## src/rtl/riscv_pipe_pkg.sv

```systemverilog
`default_nettype none
// ============================================================================
// Module  : riscv_pipe_pkg
// Brief   : Shared pipeline widths, ALUOp encodings and the control bundle
//           carried through ID/EX and EX/MEM.
// Revision: 1.0 - initial release
// ============================================================================
package riscv_pipe_pkg;

    localparam int c_xlen   = 64;
    localparam int c_reg_aw = 5;

    typedef enum logic [1:0] {
        ALUOP_ADD    = 2'b00,  // loads, stores, address add
        ALUOP_BRANCH = 2'b01,
        ALUOP_RTYPE  = 2'b10,
        ALUOP_ITYPE  = 2'b11
    } aluop_e;

    typedef struct packed {
        logic   reg_write;
        logic   mem_to_reg;
        logic   mem_read;
        logic   mem_write;
        logic   branch;
        logic   alu_src;
        aluop_e alu_op;
    } ctrl_t;

    localparam ctrl_t c_ctrl_bubble = ctrl_t'('0);

endpackage : riscv_pipe_pkg
`default_nettype wire

```

## src/rtl/load_use_detect.sv

```systemverilog
`default_nettype none
// ============================================================================
// Module  : load_use_detect
// Brief   : Combinational load-use hazard check between a load in a later
//           stage and the instruction currently in ID.
// Revision: 1.0 - initial release
// ============================================================================
module load_use_detect
    import riscv_pipe_pkg::*;
#(
    parameter int REG_AW = c_reg_aw
) (
    input  logic              i_ex_valid,
    input  logic              i_ex_mem_read,
    input  logic [REG_AW-1:0] i_ex_rd,
    input  logic              i_id_valid,
    input  logic              i_id_uses_rs1,
    input  logic              i_id_uses_rs2,
    input  logic [REG_AW-1:0] i_id_rs1,
    input  logic [REG_AW-1:0] i_id_rs2,
    output logic              o_hazard
);

    logic w_load_live;
    logic w_rs1_match;
    logic w_rs2_match;

    // x0 is never a real producer, so a load targeting it cannot stall
    assign w_load_live = i_ex_valid & i_ex_mem_read & (i_ex_rd != '0);
    assign w_rs1_match = i_id_uses_rs1 & (i_id_rs1 == i_ex_rd);
    assign w_rs2_match = i_id_uses_rs2 & (i_id_rs2 == i_ex_rd);
    assign o_hazard    = w_load_live & i_id_valid & (w_rs1_match | w_rs2_match);

endmodule : load_use_detect
`default_nettype wire

```

## src/rtl/idex_stage_reg.sv

```systemverilog
`default_nettype none
// ============================================================================
// Module  : idex_stage_reg
// Brief   : ID/EX pipeline register with load-use stall and flush bubbles.
//           Optional stall/flush counters when IDEX_STALL_STATS_EN is defined.
// Revision: 1.0 - initial release
// ============================================================================
module idex_stage_reg
    import riscv_pipe_pkg::*;
#(
    parameter int XLEN   = c_xlen,
    parameter int REG_AW = c_reg_aw
) (
    input  logic              clk,
    input  logic              reset,
    input  logic              id_valid,
    input  logic [XLEN-1:0]   id_pc,
    input  logic [XLEN-1:0]   id_rs1_data,
    input  logic [XLEN-1:0]   id_rs2_data,
    input  logic [XLEN-1:0]   id_imm,
    input  logic [REG_AW-1:0] id_rs1,
    input  logic [REG_AW-1:0] id_rs2,
    input  logic [REG_AW-1:0] id_rd,
    input  logic              id_uses_rs1,
    input  logic              id_uses_rs2,
    input  logic              id_RegWrite,
    input  logic              id_MemtoReg,
    input  logic              id_MemRead,
    input  logic              id_MemWrite,
    input  logic              id_Branch,
    input  logic              id_ALUSrc,
    input  logic [1:0]        id_ALUOp,
    input  logic              flush,
    output logic              stall,
    output logic              IDEX_valid,
    output logic [XLEN-1:0]   IDEX_pc,
    output logic [XLEN-1:0]   IDEX_rs1_data,
    output logic [XLEN-1:0]   IDEX_rs2_data,
    output logic [XLEN-1:0]   IDEX_imm,
    output logic [REG_AW-1:0] IDEX_rs1,
    output logic [REG_AW-1:0] IDEX_rs2,
    output logic [REG_AW-1:0] IDEX_rd,
    output logic              IDEX_RegWrite,
    output logic              IDEX_MemtoReg,
    output logic              IDEX_MemRead,
    output logic              IDEX_MemWrite,
    output logic              IDEX_Branch,
    output logic              IDEX_ALUSrc,
    output logic [1:0]        IDEX_ALUOp
`ifdef IDEX_STALL_STATS_EN
    ,
    output logic [31:0]       stall_count,
    output logic [31:0]       flush_count
`endif
);

    logic              r_valid;
    logic [XLEN-1:0]   r_pc;
    logic [XLEN-1:0]   r_rs1_data;
    logic [XLEN-1:0]   r_rs2_data;
    logic [XLEN-1:0]   r_imm;
    logic [REG_AW-1:0] r_rs1;
    logic [REG_AW-1:0] r_rs2;
    logic [REG_AW-1:0] r_rd;
    ctrl_t             r_ctrl;

    logic              w_hazard;
    logic              w_stall;
    logic              w_bubble;
    ctrl_t             w_id_ctrl;

    load_use_detect #(
        .REG_AW (REG_AW)
    ) u_load_use_detect (
        .i_ex_valid    (r_valid),
        .i_ex_mem_read (r_ctrl.mem_read),
        .i_ex_rd       (r_rd),
        .i_id_valid    (id_valid),
        .i_id_uses_rs1 (id_uses_rs1),
        .i_id_uses_rs2 (id_uses_rs2),
        .i_id_rs1      (id_rs1),
        .i_id_rs2      (id_rs2),
        .o_hazard      (w_hazard)
    );

    // A flush already kills the ID instruction, so holding it would be wasted
    assign w_stall  = w_hazard & ~flush;
    assign w_bubble = flush | w_stall | ~id_valid;

    assign w_id_ctrl = '{
        reg_write:  id_RegWrite,
        mem_to_reg: id_MemtoReg,
        mem_read:   id_MemRead,
        mem_write:  id_MemWrite,
        branch:     id_Branch,
        alu_src:    id_ALUSrc,
        alu_op:     aluop_e'(id_ALUOp)
    };

    // Bubbles zero every field so rd=0 can never match in forwarding
    always_ff @(posedge clk) begin
        if (reset || w_bubble) begin
            r_valid    <= 1'b0;
            r_pc       <= '0;
            r_rs1_data <= '0;
            r_rs2_data <= '0;
            r_imm      <= '0;
            r_rs1      <= '0;
            r_rs2      <= '0;
            r_rd       <= '0;
            r_ctrl     <= c_ctrl_bubble;
        end else begin
            r_valid    <= 1'b1;
            r_pc       <= id_pc;
            r_rs1_data <= id_rs1_data;
            r_rs2_data <= id_rs2_data;
            r_imm      <= id_imm;
            r_rs1      <= id_rs1;
            r_rs2      <= id_rs2;
            r_rd       <= id_rd;
            r_ctrl     <= w_id_ctrl;
        end
    end

`ifdef IDEX_STALL_STATS_EN
    logic [31:0] r_stall_count;
    logic [31:0] r_flush_count;

    always_ff @(posedge clk) begin
        if (reset) begin
            r_stall_count <= '0;
            r_flush_count <= '0;
        end else begin
            if (w_stall && (r_stall_count != '1)) begin
                r_stall_count <= r_stall_count + 32'd1;
            end
            if (flush && (r_flush_count != '1)) begin
                r_flush_count <= r_flush_count + 32'd1;
            end
        end
    end

    assign stall_count = r_stall_count;
    assign flush_count = r_flush_count;
`endif

    assign stall         = w_stall;
    assign IDEX_valid    = r_valid;
    assign IDEX_pc       = r_pc;
    assign IDEX_rs1_data = r_rs1_data;
    assign IDEX_rs2_data = r_rs2_data;
    assign IDEX_imm      = r_imm;
    assign IDEX_rs1      = r_rs1;
    assign IDEX_rs2      = r_rs2;
    assign IDEX_rd       = r_rd;
    assign IDEX_RegWrite = r_ctrl.reg_write;
    assign IDEX_MemtoReg = r_ctrl.mem_to_reg;
    assign IDEX_MemRead  = r_ctrl.mem_read;
    assign IDEX_MemWrite = r_ctrl.mem_write;
    assign IDEX_Branch   = r_ctrl.branch;
    assign IDEX_ALUSrc   = r_ctrl.alu_src;
    assign IDEX_ALUOp    = r_ctrl.alu_op;

endmodule : idex_stage_reg
`default_nettype wire

```

## config.mk

```make
export PLATFORM = sky130hd
export DESIGN_NAME = idex_stage_reg
export DESIGN_NICKNAME = d
export VERILOG_FILES = /design/src/rtl/riscv_pipe_pkg.sv /design/src/rtl/load_use_detect.sv /design/src/rtl/idex_stage_reg.sv
export SDC_FILE = /design/constraint.sdc
export NUM_CORES = 1
export LEC_CHECK = 0
export BUFFER_PORTS_ARGS = -buffer_cell sky130_fd_sc_hd__buf_2
export CORE_AREA = 4 4 217 219
export DETAILED_ROUTE_END_ITERATION = 10
export DIE_AREA = 0 0 221 223
export GPL_TIMING_DRIVEN = 0
export PLACE_DENSITY = 0.45
export SYNTH_ARGS = -nofsm -noshare
export SYNTH_HDL_FRONTEND = slang
export SYNTH_SLANG_ARGS = --single-unit
```

## constraint.sdc

```tcl
create_clock -name clk -period 4.4 [get_ports clk]
set_clock_uncertainty 0.1 [all_clocks]
set_input_delay 0.22 -clock clk [delete_from_list [all_inputs] [get_ports clk]]
set_output_delay 0.22 -clock clk [all_outputs]
set_load 0.02 [all_outputs]
```

==> results <==
- The post-route standard cell area excluding fillers is 17300 um2.
- The chip height is 223 um.
- The total count of max-transition violations in the final report is 0.
- The synthesized design contains 280 register bits.
- Data on the critical path is required at its endpoint by 4080 ps.
- The cell count of the worst hold path is 4.
- Once layout is complete, the utilization of the core stands at 38.4%.
- For met2 alone, demand over resource in global routing was 28.2%.
- The final critical path takes up 65.0% of the cycle.
- In this run the tightest slew margin relative to its limit is 48.7%.
- The worst-case setup slack after placement is 1740 ps.
- Summing all placed instances gives a cell area of 13300 um2.
- In the final routed layout, each cell accounts on average for 17.0 um.
- The area growth from synthesis to layout is 77.6%.
- The internal power of the cells totals 4.82 mW.
- The starting density of the core is 21.6%.
- The number of endpoints with negative hold slack in the final report came to 0.
- The routed design has 41900 um of wire.
- For this block, the initial DRC count from the detailed router was 334.
- The sequential cell fraction of total power is 41.6%.
- The initialized floorplan defines 78 standard-cell rows.
- The net switching component of the power is 1.49 mW.
- The count of flip-flops with a built-in enable after synthesis is 0.
- The fraction of registers with async set or reset after synthesis is 0%.
- The post-DP HPWL is 31100 um.
- Counting the fill cells in the layout gives 4551.
- Setup slack on the worst reg-to-reg path comes out at 1960 ps.
- Setup violations remaining at the end of the flow were counted as 0.
- The largest voltage drop on the vdd net is 0.000232 V.
- After detailed routing, the number of vias per cell comes to 4.04.
- The final layout net count is 2120.
- Leaving out fill and tap cells, the most frequent cell in the layout is sky130_fd_sc_hd__buf_2.
- Setup repair after global routing left no endpoint under its margin.
- The routed layout has 9931 vias.
- The tool flagged a number of max-cap violations equal to 0.
- Along the worst path, the maximum fanout reaches 10.
- The number of iterations in the first detailed-routing pass is 4.
- The total nets after synthesis is 1239.
- The number of H-tree levels is 2.
- In this run the worst hold path is classified as input port to flip-flop.
- Yosys printed 0 warnings.
- After floorplanning, the core was sized to cover 45100 um2.
- The worst hold margin is 141 ps.
- For this design, the sink count on the clock tree is 280.
- The global-route wire length before repair is 63600 um.
- The worst setup path is captured at an output pin.
- The number of global-route vias before repair is 10748.
- In this run the power density over the cells is 364 nW/um2.
- The clock reaches the later pin of the worst-skew pair after 520 ps.
- The area of the die is 49300 um2.
- The startpoint type of the worst setup path is a flip-flop.
- The clock slew at the register clock pins of the worst setup and hold paths is 60 ps.
- Net switching is 23.6% of the power.
- The critical path is of the flip-flop to output pin type.
- The gate count after technology mapping is 954.
- The total overflow left after global routing is 0.
- No sink is reached through more buffers than the 3 on the longest clock path.
- Global routing used 5.09% of the available met3 tracks.
- The number of cells on the worst reg-to-reg path is 6.
- The number of nets still failing antenna checks after routing is 0.
- TritonCTS built the clock tree.
- The flip-flop cell with the highest count after synthesis is sky130_fd_sc_hd__dfxtp_1.
- The flow ran to the end, and the final reports show no timing, DRC or antenna violations.
- The share of total power in the clock network is 47.0%.
- The global routing's busiest layer is met2.
- The arrival time at the worst endpoint is 2540 ps.
- The met1 routing resource usage after global routing is 19.4%.
- Input and output buffers added on the ports amount to 565.
- Counting I/O delays and the setup requirement, the final critical path takes 2860 ps.
- The sequential fraction of the synthesis area is 57.5%.
- Routability-driven placement finished with a final weighted congestion of 0.849.
- The share of total power in combinational logic is 11.3%.
- The initial antenna violation count is 2.
- The achievable clock frequency is 350 MHz.
- The cell area that synthesis handed to floorplanning was 9750 um2.
- The final critical-path setup slack is 1540 ps.
- In the layout the commonest cells are sky130_fd_sc_hd__buf_2, sky130_fd_sc_hd__dfxtp_1, sky130_fd_sc_hd__dlygate4sd3_1.
- Yosys mapped the design onto 18 distinct sky130hd cell types.
- The number of buffers added by the clock tree synthesis step is 35.
- The pin count of the biggest net entering global routing is 13.
- The DRC violation count after routing is 0.
- The average size of a mapped cell is 10.2 um2.
- The setup TNS after final layout is 0 ps.
- Global routing used 16.3% of the available tracks.
- The total leakage power is 8.67 nW.
- From left edge to right edge, the die measures 221 um.
- The top-level port count is 566.
- The transition time at the pin with the least slew margin is 770 ps.
- Of the cells placed in the final design, the portion with a size suffix greater than 1 is 39.7%.
- The root buffer cell chosen for the clock tree is sky130_fd_sc_hd__clkbuf_16.
-- cells by family (layout without fill, tap and decap cells) --
group	Yosys count	in the layout	synth area share, %
buffers and inverters	362	1266	15.1
and+or+nand+nor	20	20	1.03
other	0	2	0
DFF	280	280	57.5
AOI/OAI and AO/OA	282	282	25.5
xor gates and xnor gates	10	10	0.899
-- power by group through the flow --
| stage | Combinational [mW] | Sequential [mW] | Clock (mW) |
|---|---|---|---|
| 6_report | 0.714 | 2.63 | 2.97 |
| 5_1_grt | 0.772 | 2.63 | 3.19 |
| 4_1_cts | 0.715 | 2.63 | 3.07 |
| 3_5_place_dp | 0.511 | 2.68 | 0 |
| 3_3_place_gp | 0.510 | 2.68 | 0 |
| 2_1_floorplan | 0.162 | 2.77 | 0 |
-- stage by stage --
step / power (mW) / std cells
3_3_place_gp: 3.19 / 2119
3_5_place_dp: 3.19 / 2119
6_report: 6.31 / 2460
4_1_cts: 6.41 / 2458
2_1_floorplan: 2.93 / 954
5_1_grt: 6.59 / 2459
-- registers in the layout (all words and copies together) (netlist names) --
signal         cells
IDEX_ALUOp         2
IDEX_ALUSrc        1
IDEX_Branch        1
IDEX_MemRead       1
IDEX_MemWrite      1
IDEX_MemtoReg      1
IDEX_RegWrite      1
IDEX_imm          64
IDEX_pc           64
IDEX_rd            5
IDEX_rs1           5
IDEX_rs1_data     64
IDEX_rs2           5
IDEX_rs2_data     64
IDEX_valid         1
-- cells in the mapped netlist (3+ instances only) --
cell | n | area (um2)
sky130_fd_sc_hd__clkbuf_1 | 49 | 184
sky130_fd_sc_hd__inv_1 | 269 | 1010
sky130_fd_sc_hd__nand3_1 | 11 | 55.1
sky130_fd_sc_hd__buf_2 | 31 | 155
sky130_fd_sc_hd__buf_6 | 9 | 101
sky130_fd_sc_hd__dfxtp_1 | 280 | 5610
sky130_fd_sc_hd__nand2_1 | 3 | 11.3
sky130_fd_sc_hd__a211oi_2 | 79 | 988
sky130_fd_sc_hd__xnor2_1 | 10 | 87.6
sky130_fd_sc_hd__a21oi_1 | 12 | 60.1
sky130_fd_sc_hd__a211oi_1 | 190 | 1430
-- area by class of cell --
cell class | count | area, um2 | share of cell area, %
Clock inverter | 6 | 118 | 0.679
Buffer | 93 | 463 | 2.67
Multi-Input combinational cell | 312 | 2670 | 15.4
Tap cell | 600 | 751 | 4.34
Timing Repair Buffer | 844 | 5620 | 32.5
Sequential cell | 280 | 5610 | 32.4
Inverter | 269 | 1010 | 5.83
Clock buffer | 54 | 1070 | 6.18
Antenna cell | 2 | 5.00 | 0.0289
-- worst max-delay path, cell delays in order, from the launching register on --
cell	delay [ps]
sky130_fd_sc_hd__dfxtp_1	550
sky130_fd_sc_hd__xnor2_1	170
sky130_fd_sc_hd__nand4_1	100
sky130_fd_sc_hd__o22ai_1	290
sky130_fd_sc_hd__buf_4	320
sky130_fd_sc_hd__buf_6	230
sky130_fd_sc_hd__and3b_1	170
sky130_fd_sc_hd__buf_2	170
-- layer usage --
metal	wire length [um]	share of wire [%]
met5	0	0
met4	1340	3.2
met3	2830	6.8
met2	20300	48
met1	17500	42
-- timing repair --
action,CTS,global route
gates resized for setup,0,0
hold buffers,279,0
buffers inserted,0,0
hold endpoints to repair,279,0
-- worst paths after layout --
path | from | to
worst min-delay path | id_valid | IDEX_rs1[0]$_SDFF_PP0_
worst max-delay path | IDEX_rd[1]$_SDFF_PP0_ | stall
worst max register to register | IDEX_rd[1]$_SDFF_PP0_ | IDEX_rs1_data[11]$_SDFF_PP0_
worst min register to register | IDEX_valid$_DFF_P_ | IDEX_imm[25]$_SDFF_PP0_
No activity file was read; power rests on OpenSTA's default activity.
